===== src/rtl/boom_if.sv =====
// boom_if -- signal bundle between the game logic and the boom arbiter.
//
// Signals:
//   game_active      high while a round is running
//   req1 / req2      one-cycle fire-request pulses, player 1 / player 2
//   refill1/refill2  one-cycle ammo pickup pulses
//   cooldown         post-flight lockout length in clk cycles
//   ready_next_boom  pulse from the movement engine: all booms off-field
//   boom_active1/2   one-cycle launch pulses to the movement engine
//   busy             arbiter is not idle
//   owner            0 = player 1, 1 = player 2; current or last grant
//   ammo1 / ammo2    current ammo per player
//
// Modports:
//   master  drives the requests and observes the arbiter (game side)
//   slave   the arbiter itself
interface boom_if;
    logic        game_active;
    logic        req1;
    logic        req2;
    logic        refill1;
    logic        refill2;
    logic [24:0] cooldown;
    logic        ready_next_boom;
    logic        boom_active1;
    logic        boom_active2;
    logic        busy;
    logic        owner;
    logic [1:0]  ammo1;
    logic [1:0]  ammo2;

    modport master (
        output game_active, req1, req2, refill1, refill2, cooldown, ready_next_boom,
        input  boom_active1, boom_active2, busy, owner, ammo1, ammo2
    );

    modport slave (
        input  game_active, req1, req2, refill1, refill2, cooldown, ready_next_boom,
        output boom_active1, boom_active2, busy, owner, ammo1, ammo2
    );
endinterface


===== src/rtl/boom_arbiter.sv =====
// boom_arbiter -- grants boom launches to two players, one boom at a time.
//
// A request is latched as pending when the player has ammo. An idle arbiter
// grants a pending player for one cycle (launch pulse), waits for the boom
// flight to end (engine pulse or timeout), then holds a cooldown lockout
// before accepting the next grant. Ties go to the player that did not own
// the previous grant.
//
// Ports:
//   clk   single clock, all state on posedge
//   rst   asynchronous, active-high reset
//   bus   boom_if.slave bundle (requests, refills, cooldown, engine pulse,
//         launch pulses, busy, owner, ammo counts)
//
// Parameters:
//   AMMO_MAX  booms held per player (1..3)
//   TIMEOUT   maximum flight cycles before forced release
//
// state  | meaning
// -------+--------------------------------------------------------------
// IDLE   | waiting for a pending request
// GRANT  | one-cycle launch pulse to the winner, ammo is consumed
// FLIGHT | boom in the air, counting toward TIMEOUT
// COOL   | post-flight lockout, lasts cooldown+1 cycles
module boom_arbiter #(
    parameter int AMMO_MAX = 3,
    parameter int TIMEOUT  = 2**26-1
) (
    input  logic  clk,
    input  logic  rst,
    boom_if.slave bus
);

    localparam logic [1:0]  AMMO_FULL    = AMMO_MAX[1:0];
    localparam logic [25:0] FLIGHT_LIMIT = TIMEOUT[25:0];

    typedef enum logic [1:0] {
        IDLE   = 2'd0,
        GRANT  = 2'd1,
        FLIGHT = 2'd2,
        COOL   = 2'd3
    } state_t;

    state_t      state_q, state_d;
    logic [25:0] cnt_q, cnt_d;
    logic        pend1_q, pend1_d;
    logic        pend2_q, pend2_d;
    logic        owner_q, owner_d;
    logic [1:0]  ammo1_q, ammo1_d;
    logic [1:0]  ammo2_q, ammo2_d;
    logic        ga_q;

    logic        ga_rise;
    logic        grant1;
    logic        grant2;
    logic        inc1;
    logic        inc2;

    // Load on round start wins over everything; a simultaneous refill and
    // consume cancel out; increments saturate and decrements stop at zero.
    function automatic logic [1:0] next_ammo(
        input logic [1:0] cur,
        input logic       inc,
        input logic       dec,
        input logic       load
    );
        logic [1:0] res;
        res = cur;
        if (load) begin
            res = AMMO_FULL;
        end else if (inc && !dec) begin
            if (cur < AMMO_FULL) begin
                res = cur + 2'd1;
            end
        end else if (dec && !inc) begin
            if (cur != 2'd0) begin
                res = cur - 2'd1;
            end
        end
        return res;
    endfunction

    always_comb begin
        state_d = state_q;
        cnt_d   = cnt_q;
        pend1_d = pend1_q;
        pend2_d = pend2_q;
        owner_d = owner_q;

        ga_rise = bus.game_active & ~ga_q;

        // The launch pulse is gated by game_active so a round that ends during
        // GRANT never launches or spends ammo.
        grant1 = (state_q == GRANT) & bus.game_active & ~owner_q;
        grant2 = (state_q == GRANT) & bus.game_active &  owner_q;

        // Ammo is frozen while no round is running.
        inc1 = bus.refill1 & bus.game_active;
        inc2 = bus.refill2 & bus.game_active;

        if (bus.game_active) begin
            if (bus.req1 && (ammo1_q != 2'd0)) begin
                pend1_d = 1'b1;
            end
            if (bus.req2 && (ammo2_q != 2'd0)) begin
                pend2_d = 1'b1;
            end
        end

        case (state_q)
            IDLE: begin
                if (pend1_q || pend2_q) begin
                    state_d = GRANT;
                    // owner is updated on entry so it names the player being
                    // launched during GRANT.
                    if (pend1_q && pend2_q) begin
                        owner_d = ~owner_q;
                    end else begin
                        owner_d = pend2_q;
                    end
                end
            end
            GRANT: begin
                state_d = FLIGHT;
                cnt_d   = 26'd0;
                // Clearing after the set above: a fresh request from the
                // winner in its own grant cycle is dropped, which keeps a
                // pending flag from outliving the ammo that backed it.
                if (grant1) begin
                    pend1_d = 1'b0;
                end
                if (grant2) begin
                    pend2_d = 1'b0;
                end
            end
            FLIGHT: begin
                if (bus.ready_next_boom || (cnt_q == FLIGHT_LIMIT)) begin
                    state_d = COOL;
                    cnt_d   = 26'd0;
                end else begin
                    cnt_d = cnt_q + 26'd1;
                end
            end
            COOL: begin
                if (cnt_q == {1'b0, bus.cooldown}) begin
                    state_d = IDLE;
                    cnt_d   = 26'd0;
                end else begin
                    cnt_d = cnt_q + 26'd1;
                end
            end
            default: begin
                state_d = IDLE;
                cnt_d   = 26'd0;
            end
        endcase

        if (!bus.game_active) begin
            state_d = IDLE;
            cnt_d   = 26'd0;
            pend1_d = 1'b0;
            pend2_d = 1'b0;
        end

        ammo1_d = next_ammo(ammo1_q, inc1, grant1, ga_rise);
        ammo2_d = next_ammo(ammo2_q, inc2, grant2, ga_rise);
    end

    always_ff @(posedge clk or posedge rst) begin
        if (rst) begin
            state_q <= IDLE;
            cnt_q   <= 26'd0;
            pend1_q <= 1'b0;
            pend2_q <= 1'b0;
            owner_q <= 1'b1;
            ammo1_q <= AMMO_FULL;
            ammo2_q <= AMMO_FULL;
            ga_q    <= 1'b0;
        end else begin
            state_q <= state_d;
            cnt_q   <= cnt_d;
            pend1_q <= pend1_d;
            pend2_q <= pend2_d;
            owner_q <= owner_d;
            ammo1_q <= ammo1_d;
            ammo2_q <= ammo2_d;
            ga_q    <= bus.game_active;
        end
    end

    assign bus.boom_active1 = grant1;
    assign bus.boom_active2 = grant2;
    assign bus.busy         = (state_q != IDLE);
    assign bus.owner        = owner_q;
    assign bus.ammo1        = ammo1_q;
    assign bus.ammo2        = ammo2_q;

endmodule


===== src/flat_wrapper.sv =====
// flat-port wrapper written by rule: the top's interface ports become plain ports
module boom_arbiter_flat 
#(
    parameter int AMMO_MAX = 3,
    parameter int TIMEOUT  = 2**26-1
)
  (clk, rst, bus_game_active, bus_req1, bus_req2, bus_refill1, bus_refill2, bus_cooldown, bus_ready_next_boom, bus_boom_active1, bus_boom_active2, bus_busy, bus_owner, bus_ammo1, bus_ammo2);
  boom_if bus_i ();
  input  logic clk;
  input  logic rst;
  input wire logic [$bits(bus_i.game_active)-1:0] bus_game_active;
  input wire logic [$bits(bus_i.req1)-1:0] bus_req1;
  input wire logic [$bits(bus_i.req2)-1:0] bus_req2;
  input wire logic [$bits(bus_i.refill1)-1:0] bus_refill1;
  input wire logic [$bits(bus_i.refill2)-1:0] bus_refill2;
  input wire logic [$bits(bus_i.cooldown)-1:0] bus_cooldown;
  input wire logic [$bits(bus_i.ready_next_boom)-1:0] bus_ready_next_boom;
  output wire logic [$bits(bus_i.boom_active1)-1:0] bus_boom_active1;
  output wire logic [$bits(bus_i.boom_active2)-1:0] bus_boom_active2;
  output wire logic [$bits(bus_i.busy)-1:0] bus_busy;
  output wire logic [$bits(bus_i.owner)-1:0] bus_owner;
  output wire logic [$bits(bus_i.ammo1)-1:0] bus_ammo1;
  output wire logic [$bits(bus_i.ammo2)-1:0] bus_ammo2;
  assign bus_i.game_active = bus_game_active;
  assign bus_i.req1 = bus_req1;
  assign bus_i.req2 = bus_req2;
  assign bus_i.refill1 = bus_refill1;
  assign bus_i.refill2 = bus_refill2;
  assign bus_i.cooldown = bus_cooldown;
  assign bus_i.ready_next_boom = bus_ready_next_boom;
  assign bus_boom_active1 = bus_i.boom_active1;
  assign bus_boom_active2 = bus_i.boom_active2;
  assign bus_busy = bus_i.busy;
  assign bus_owner = bus_i.owner;
  assign bus_ammo1 = bus_i.ammo1;
  assign bus_ammo2 = bus_i.ammo2;
  boom_arbiter #(.AMMO_MAX(AMMO_MAX), .TIMEOUT(TIMEOUT)) u_core (.clk(clk), .rst(rst), .bus(bus_i));
endmodule

===== config.mk =====
export PLATFORM = sky130hd
export DESIGN_NAME = boom_arbiter_flat
export DESIGN_NICKNAME = d
export VERILOG_FILES = /design/src/rtl/boom_if.sv /design/src/rtl/boom_arbiter.sv /design/src/flat_wrapper.sv
export SDC_FILE = /design/constraint.sdc
export NUM_CORES = 1
export LEC_CHECK = 0
export BUFFER_PORTS_ARGS = -buffer_cell sky130_fd_sc_hd__buf_2
export CORE_ASPECT_RATIO = 0.8
export CORE_MARGIN = 4
export CORE_UTILIZATION = 52
export CTS_BUF_LIST = sky130_fd_sc_hd__clkbuf_8 sky130_fd_sc_hd__clkbuf_16
export DETAILED_ROUTE_END_ITERATION = 7
export GPL_ROUTABILITY_DRIVEN = 0
export PLACE_DENSITY = 0.73
export SLEW_MARGIN = 20
export SYNTH_ARGS = -nofsm -noshare
export SYNTH_HDL_FRONTEND = slang
export SYNTH_SLANG_ARGS = --single-unit

===== constraint.sdc =====
create_clock -name clk -period 2 [get_ports clk]
set_input_delay 0.3 -clock clk [delete_from_list [all_inputs] [get_ports clk]]
set_output_delay 0.3 -clock clk [all_outputs]
set_load 0.01 [all_outputs]

==> reports/summary.txt, run 1 <==
Outcome: finished, violations left
Failing checks: negative setup slack
1st-pass router iterations: 5
Cell Area, Synth: 2595 um2
Inst Count DP: 431
Synth warn: 0
Largest family of logic cells by synthesized area: simple AND/OR/NAND/NOR gates
Total global-route track usage: 23.07%
Min cycle time layout: 2.015 ns
H-tree depth: 2
Clock power frac: 24.6%
Max_cap viols: 0
FMAX: 496.2 MHz
Die Height: 71.19 um
R2r worst-path depth: 9
Clock buffer depth: 2
DP Area: 3084 um2
Internal power: 1.551 mW
Detailed placer's ending HPWL: 4959 um
Post-synth EDFFs: 0
RR Endpoint: u_core.cnt_q[9]
Unrepaired setup endpoints after global routing: yes
Power density over the cells: 726.7 nW/um2
PnR worst setup slack: -0.01543 ns
Flop pwr share: 39.8%
Tightest Pin Transition: 0.4851 ns
Top post-synthesis cells by count: nand2_1, dfrtp_1, o21ai_0
Pleak: 1.564 nW
Critical R2R Launch: u_core.cnt_q[1]
Total grt overflow: 0
Critical path class: register to register
Syn_nets: 350
Asr flop ratio synth: 100.0%
Pin count of the biggest net entering global routing: 37
Net Sw Frac: 35.33%
Seq/Total Area, Yosys: 34.96%
Layout Cells excl Fill: 446
Via count: 2,535
Clk sinks: 36
Drt drc: 0
Die X-Extent: 86.98 um
Post-synthesis compound-gate area fraction: 16.15%
Number of buffers created by CTS: 5
Synth top area cells: dfrtp_1, nand2_1, dfstp_2, xnor2_1, xor2_1
Share of the synthesized area in the top cell type: 29.89%
Hold Violations, Final: 0
CTS tree: built
Crit path launch type: register
CP endpoint kind: register
Core area: 4707 um2
Setup slack, reg-to-reg: -0.02 ns
Adder-Cell Fraction of Synth Area: 4.243%
Critical path required time: 2.20 ns
Initial antenna violation count: 0
Endpoint arrival time on the critical path: 2.22 ns
Site Rows: 22
Post-synthesis xor/xnor area fraction: 9.450%
Avg WL per Cell: 15.69 um
Synthesized area per cell: 8.398 um2
FF+latch count, synth: 36
Total inserted antenna cells: 0
Mux cell area share after synthesis: 1.977%
Hold buffers post-CTS: 0
Reg clk slew, reported paths: 0.08 ns
Simple-gate portion of the synthesized area: 28.01%
Leading area contributor after synthesis: dfrtp_1
Fin area: 3299 um2
Clk_skew: 0.007546 ns
Global-route wire length before repair: 11,200 um
Clock Latency Late Sink: 0.29 ns
Layout cells sized above 1: 31.35%
Root buffer cell: clkbuf_8
Cell with the most instances after synthesis: nand2_1
Vias in the first global route: 2,312
Io pins: 41
Die area: 6192 um2
Final period util: 100.8%
Post-Route WL: 6997 um
Netlist cell types: 50
Post-DRT Antenna Nets: 0
Final Setup Violations: 2
Type of the most critical hold path: input pin to asynchronous set/reset pin
Slew HR: 67.36%
Max-slew violations: 0
Via/cell ratio: 5.684
Starting density of the core: 55.13%
Detailed router's first-iteration violation count: 224
Syn-to-layout area delta: 27.15%
Main synth FF type: dfrtp_1
Hold WS: 0.1081 ns
Nets: 426
Synth Instances: 309
Final core occ: 70.10%
Port bufs: 40
Worst ir drop on vdd: 0.4799 mV
Reported net switching power: 0.8470 mW
Total power: 2.398 mW
Max FO, Critical Path: 9
Gate power share: 35.7%
what timing repair did:
action                     4_1_cts  5_1_grt
pin swaps                        5        8
setup buffers                    5        1
resized for setup                7       23
cloned                           0        1
setup endpoints to repair       16       27
worst max-delay path: stages (launching register included):
cell and delay, ns:
dfrtp_1 0.39, buf_4 0.15, xor2_1 0.18, nor4_2 0.07, buf_4 0.14, and4_4 0.19
a21oi_4 0.30, buf_4 0.24, o21ai_1 0.07, a22oi_1 0.20
registers in the layout (all words and copies together) (netlist names):
| register | cells |
|---|---|
| u_core.bus.ammo1 | 2 |
| u_core.ga_q | 1 |
| u_core.bus.ammo2 | 2 |
| u_core.state_q | 2 |
| u_core.pend1_q | 1 |
| u_core.bus.owner | 1 |
| u_core.pend2_q | 1 |
| u_core.cnt_q | 26 |
area by class of cell:
class	instances	area [um2]
well taps	60	75.07
inverters	16	60.06
multi-input cells	244	1624
flip-flops and latches	36	912.1
fillers	380	1408
clock buffers	7	96.34
clock inverters	1	3.754
repair buffers	82	528.0
cell usage in the layout, fill, tap and decap left out, types with 3 or more instances in the layout:
master / n
inv_1: 16
o22ai_1: 9
o21ai_1: 14
nand2_1: 50
a21oi_1: 5
xor2_1: 14
clkbuf_8: 7
dfstp_2: 5
a31oi_1: 3
mux2i_1: 4
o211ai_1: 11
buf_4: 41
nor4_1: 5
nor2b_1: 9
nor2_1: 21
dfrtp_2: 4
ha_1: 6
nand3_1: 14
dfrtp_1: 27
nand4_1: 9
and2_1: 6
xnor2_1: 14
o21ai_0: 8
nor3_1: 5
buf_2: 40
per-layer routing:
| layer | GRT usage, % | wire, um | up-vias | share of wire (%) |
|---|---|---|---|---|
| met3 | 3.958 | 418 | 5 | 6.0 |
| met2 | 34.71 | 3165 | 79 | 45 |
| met1 | 34.44 | 3362 | 1214 | 48 |
| li1 | - | - | 1237 | - |
| met4 | 5.190 | 51 | 0 | 0.73 |
| met5 | 0 | 0 | - | 0 |
power by group through the flow:
| stage | combinational (mW) | clock (mW) | sequential, mW |
|---|---|---|---|
| 2_1_floorplan | 0.455 | 0 | 0.969 |
| 3_3_place_gp | 0.775 | 0 | 0.957 |
| 3_5_place_dp | 0.798 | 0 | 0.965 |
| 4_1_cts | 0.825 | 0.592 | 0.949 |
| 5_1_grt | 0.934 | 0.637 | 0.967 |
| 6_report | 0.855 | 0.589 | 0.954 |
worst max-delay path by stage:
stage                     start                 to  slack [ns]
2_1_floorplan   u_core.cnt_q[0]    u_core.cnt_q[6]        0.06
6_report        u_core.cnt_q[1]    u_core.cnt_q[9]       -0.02
5_1_grt        u_core.cnt_q[19]  u_core.state_q[0]       -0.18
3_5_place_dp    bus_cooldown[1]    u_core.cnt_q[3]       -0.08
3_3_place_gp    bus_cooldown[1]    u_core.cnt_q[7]       -0.09
4_1_cts         u_core.cnt_q[0]  u_core.state_q[0]    -0.00009
per-stage QoR:
stage / TNS [ns] / setup WS (ns)
CTS: -0.00009059 / -0.00009059
detailed placement: -0.5147 / -0.08395
global placement: -0.5105 / -0.08517
floorplan: 0 / 0.06201
finish: -0.02231 / -0.01543
global route: -2.000 / -0.1801
kinds of logic (layout without fill, tap and decap cells):
logic type / after synthesis / after routing
muxes: 5 / 5
AOI/OAI and AO/OA: 62 / 63
and+or+nand+nor: 139 / 139
DFF: 36 / 36
xor gates and xnor gates: 28 / 28
adders and majority gates: 9 / 9
buffers and inverters: 30 / 106
No activity file was read; power rests on OpenSTA's default activity.
==> run 2: changes to the inputs <==
--- a/config.mk
+++ b/config.mk
@@ -13,6 +13,7 @@
 export DETAILED_ROUTE_END_ITERATION = 7
 export GPL_ROUTABILITY_DRIVEN = 0
 export PLACE_DENSITY = 0.73
+export RECOVER_POWER = 25
 export SLEW_MARGIN = 20
 export SYNTH_ARGS = -nofsm -noshare
 export SYNTH_HDL_FRONTEND = slang
==> reports/summary.txt, run 2 (same netlist as run 1, synthesis figures left out) <==
Outcome: finished, violations left
Failing checks: negative setup slack
H-tree depth: 2
FMAX: 497.0 MHz
Root buffer cell: clkbuf_8
Reg clk slew, reported paths: 0.08 ns
Max FO, Critical Path: 9
Number of flip-flops in the largest register: 26
Crit path launch type: register
Hold buffers post-CTS: 0
Detailed router's first-iteration violation count: 230
Avg WL per Cell: 15.66 um
Post-DRT Antenna Nets: 0
Site Rows: 22
Commonest cells after routing, fill and taps aside: nand2_1, buf_2, buf_4
Global-route wire length before repair: 11,200 um
Clock power frac: 24.6%
Net Sw Frac: 35.20%
Critical path class: register to register
Starting density of the core: 55.13%
Fillers: 381
Min cycle time layout: 2.012 ns
Total inserted antenna cells: 0
Port bufs: 40
Total grt overflow: 0
Total global-route track usage: 23.07%
Unrepaired setup endpoints after global routing: yes
Io pins: 41
Max-slew violations: 0
Type of the most critical hold path: input pin to asynchronous set/reset pin
Vias in the first global route: 2,312
Worst ir drop on vdd: 0.4801 mV
Clk sinks: 36
Initial antenna violation count: 0
Nets: 426
Final period util: 100.6%
Endpoint arrival time on the critical path: 2.21 ns
Clock buffer depth: 2
Power density over the cells: 725.4 nW/um2
Pin count of the biggest net entering global routing: 37
Detailed placer's ending HPWL: 4959 um
CTS tree: built
Number of buffers created by CTS: 5
Top reg by flops: u_core.cnt_q
1st-pass router iterations: 4
Reported net switching power: 0.8418 mW
Internal power: 1.550 mW
Max_cap viols: 0
CP endpoint kind: register
Pre-CTS setup slack: -0.08395 ns
Slew HR: 39.07%
Die X-Extent: 86.98 um
Core area: 4707 um2
Final Setup Violations: 3
Flop pwr share: 39.9%
PnR worst setup slack: -0.01216 ns
Die Height: 71.19 um
Via/cell ratio: 5.700
Most common cell after layout, fill and taps aside: nand2_1
Clock Latency Late Sink: 0.29 ns
Critical path required time: 2.20 ns
Total power: 2.392 mW
Clk_skew: 0.007941 ns
Post-Route WL: 6986 um
Via count: 2,542
Hold Violations, Final: 0
Pleak: 1.564 nW
Layout cells sized above 1: 31.35%
Die area: 6192 um2
Syn-to-layout area delta: 27.05%
Gate power share: 35.5%
Drt drc: 0
Tightest Pin Transition: 0.9140 ns
==> run 2: cell types whose count changed in the layout (fill, tap and decap cells not counted) <==
cell      delta
clkbuf_2     +1
buf_4        -1
==> run 2: layout make-up <==
type	count	area (um2)	area share (%)
timing repair buffer	82	525.5	15.94
clock inverter	1	3.754	0.1139
tap	60	75.07	2.277
multi-input combinational	244	1624	49.26
clock buffer	7	96.34	2.922
sequential	36	912.1	27.67
inverter	16	60.06	1.822
==> run 2: critical path: stages, from the launching register on <==
cell and delay [ns]:
dfrtp_1 0.39, buf_4 0.15, xor2_1 0.18, nor4_2 0.07, buf_4 0.14, and4_4 0.19
a21oi_4 0.30, buf_4 0.24, o21ai_1 0.07, a22oi_1 0.20
==> run 2: stage by stage <==
| step | area (um2) | TNS [ns] | hold WS [ns] | instances | utilization (%) |
|---|---|---|---|---|---|
| 2_1_floorplan | 2595 | 0 | 0.3314 | 309 | - |
| 3_3_place_gp | 3084 | -0.5105 | 0.4377 | 431 | 65.52 |
| 5_1_grt | 3297 | -2.000 | 0.2866 | 446 | 70.04 |
| 3_5_place_dp | 3084 | -0.5147 | 0.4449 | 431 | 65.52 |
| 6_report | 3297 | -0.02527 | 0.2764 | 446 | 70.04 |
| 4_1_cts | 3234 | -0.00009059 | 0.1285 | 444 | 68.71 |
==> run 2: metal layers <==
metal  wire length, um  share of wire, %  vias to the layer above  track usage, %
li1                  -                 -                     1234               -
met1              3330                48                     1219           34.44
met2              3168                45                       84           34.71
met3               436               6.2                        5           3.958
met4                51              0.73                        0           5.190
met5                 0                 0                        -               0
==> run 2: path summary, 6_finish.rpt <==
check	from	to	slack, ns	cells past startpoint
setup / recovery	u_core.cnt_q[1]	u_core.cnt_q[9]	-0.01	9
hold / removal	rst	u_core.cnt_q[23]	0.28	3
setup reg to reg	u_core.cnt_q[1]	u_core.cnt_q[9]	-0.01	9
hold reg to reg	u_core.pend1_q	u_core.bus.owner	0.47	1
max in group asynchronous	rst	u_core.cnt_q[9]	1.09	3
min in group clk	bus_req1	u_core.pend1_q	0.28	3
==> run 2: what timing repair did <==
item | in CTS | in global routing
buffers inserted | 5 | 1
resized for setup | 7 | 23
pin swaps | 5 | 8
setup endpoints to repair | 16 | 27
cloned | 0 | 1
==> run 2: power groups by stage <==
stage | registers, mW | clock network, mW | logic (mW)
after floorplan | 0.969 | 0 | 0.455
after global placement | 0.957 | 0 | 0.775
after detailed placement | 0.965 | 0 | 0.798
after CTS | 0.949 | 0.592 | 0.825
after global routing | 0.967 | 0.637 | 0.933
final | 0.953 | 0.588 | 0.850
==> run 3: changes to the inputs <==
--- a/config.mk
+++ b/config.mk
@@ -8,11 +8,11 @@
 export BUFFER_PORTS_ARGS = -buffer_cell sky130_fd_sc_hd__buf_2
 export CORE_ASPECT_RATIO = 0.8
 export CORE_MARGIN = 4
-export CORE_UTILIZATION = 52
-export CTS_BUF_LIST = sky130_fd_sc_hd__clkbuf_8 sky130_fd_sc_hd__clkbuf_16
+export CORE_UTILIZATION = 53
+export CTS_BUF_LIST = sky130_fd_sc_hd__clkbuf_8
 export DETAILED_ROUTE_END_ITERATION = 7
 export GPL_ROUTABILITY_DRIVEN = 0
-export PLACE_DENSITY = 0.73
+export PLACE_DENSITY = 0.74
 export RECOVER_POWER = 25
 export SLEW_MARGIN = 20
 export SYNTH_ARGS = -nofsm -noshare
==> constraint.sdc (replaced) <==
create_clock -name clk -period 2 [get_ports clk]
set_input_delay 0.3 -clock clk [delete_from_list [all_inputs] [get_ports clk]]
set_output_delay 0.3 -clock clk [all_outputs]
set_load 0.05 [all_outputs]
==> reports/summary.txt, run 3 (same netlist as run 1, synthesis figures left out) <==
Outcome: finished, final reports clean
Top reg by flops: u_core.cnt_q
Clk sinks: 36
Slew HR: 38.59%
Die X-Extent: 86.23 um
Via count: 2,598
Most common cell after layout, fill and taps aside: nand2_1
Critical path required time: 2.17 ns
Final period util: 98.67%
Global-route wire length before repair: 11,160 um
Worst Setup SP: u_core.cnt_q[0]
Fin area: 3381 um2
Avg WL per Cell: 16.65 um
Worst hold start: bus_req2
Pleak: 1.579 nW
Layout Cells excl Fill: 448
CP endpoint kind: register
Detailed router's first-iteration violation count: 193
PnR worst setup slack: 0.02666 ns
Total power: 2.682 mW
Worst ir drop on vdd: 0.5526 mV
Unrepaired setup endpoints after global routing: yes
Max-slew violations: 0
Die area: 6087 um2
Clock buffer depth: 2
Port bufs: 40
Pin count of the biggest net entering global routing: 37
Hold Violations, Final: 0
Total grt overflow: 0
Detailed placer's ending HPWL: 5015 um
Initial antenna violation count: 0
Io pins: 41
1st-pass router iterations: 5
Type of the most critical hold path: input pin to register
Drt drc: 0
Pre-CTS setup slack: -0.01898 ns
Commonest cells after routing, fill and taps aside: nand2_1, buf_2, buf_4
Core area: 4652 um2
Inst Count DP: 429
Post-DRT Antenna Nets: 0
Tightest Pin Transition: 0.9212 ns
Root buffer cell: clkbuf_8
Max FO, Critical Path: 7
Min cycle time layout: 1.973 ns
Total inserted antenna cells: 0
Syn-to-layout area delta: 30.28%
CTS tree: built
Critical path class: register to register
FMAX: 506.8 MHz
Die Height: 70.59 um
Power density over the cells: 793.4 nW/um2
Clock Latency Late Sink: 0.29 ns
Site Rows: 22
Layout cells sized above 1: 33.76%
Starting density of the core: 55.78%
Endpoint arrival time on the critical path: 2.14 ns
Vias in the first global route: 2,331
Max_cap viols: 0
Clk_skew: 0.006169 ns
Final Setup Violations: 0
Number of buffers created by CTS: 5
Reg clk slew, reported paths: 0.08 ns
Post-Route WL: 7460 um
Nets: 428
H-tree depth: 2
Total global-route track usage: 22.92%
Via/cell ratio: 5.799
DP Area: 3082 um2
Number of flip-flops in the largest register: 26
Critical R2R Launch: u_core.cnt_q[0]
Crit path launch type: register
## run 3: changes by cell type in the layout (fill, tap and decap cells not counted), sizes merged
| cell | before | now |
|---|---|---|
| clkbuf | 8 | 7 |
| o21a | 3 | 4 |
| clkinv | 0 | 1 |
| bufinv | 0 | 1 |
## run 3: worst max-delay path: stages (launching register included)
cell,delay (ns)
dfrtp_1,0.41
ha_2,0.23
nand2_4,0.07
nor4_4,0.28
nand2_2,0.15
o21a_4,0.27
nor2_4,0.17
clkbuf_16,0.18
o211ai_1,0.08
## run 3: power by group
group	internal, mW	leakage (nW)	total [mW]	switching (mW)
clock network	0.365	0.0593	0.643	0.278
registers	0.852	0.463	0.961	0.109
logic	0.404	1.06	1.08	0.675
## run 3: final timing paths
| path | to | slack [ns] | depth (start not counted) |
|---|---|---|---|
| worst max-delay path | u_core.cnt_q[7] | 0.03 | 8 |
| worst min-delay path | u_core.pend2_q | 0.26 | 3 |
| worst max register to register | u_core.cnt_q[7] | 0.03 | 8 |
| worst min register to register | u_core.bus.owner | 0.47 | 1 |
| max in group asynchronous | u_core.cnt_q[9] | 1.09 | 3 |
| min in group asynchronous | u_core.cnt_q[24] | 0.28 | 3 |
## run 3: cell type report
cell class | instances | area [um2]
multi-input cells | 245 | 1640
fillers | 344 | 1271
flip-flops and latches | 36 | 918.4
repair buffers | 83 | 579.3
well taps | 60 | 75.07
clock buffers | 5 | 68.82
inverters | 16 | 60.06
clock inverters | 3 | 38.79
## run 3: timing repair
item | 4_1_cts | 5_1_grt
gates cloned | 1 | 2
hold buffers | 0 | 0
endpoints found under the hold margin | 0 | 0
pin swaps | 0 | 13
resized for setup | 2 | 38
endpoints found under the setup margin | 2 | 26
setup buffers | 1 | 7
## run 3: metal layers
layer | wire length (um) | global-route usage (%) | vias to the layer above | share of wire [%]
met5 | 0 | 0 | - | 0
met1 | 3356 | 34.66 | 1224 | 45
met2 | 3369 | 33.88 | 124 | 45
li1 | - | - | 1235 | -
met4 | 99 | 6.228 | 0 | 1.3
met3 | 635 | 3.958 | 15 | 8.5
## run 3: per-stage QoR
stage	util, %	setup TNS, ns	hold WS [ns]
after floorplan	-	0	0.3314
after global placement	66.25	0	0.4354
after detailed placement	66.25	-0.01898	0.4322
after CTS	68.99	0	0.1233
after global routing	72.67	-0.7415	0.2636
final	72.67	0	0.2594
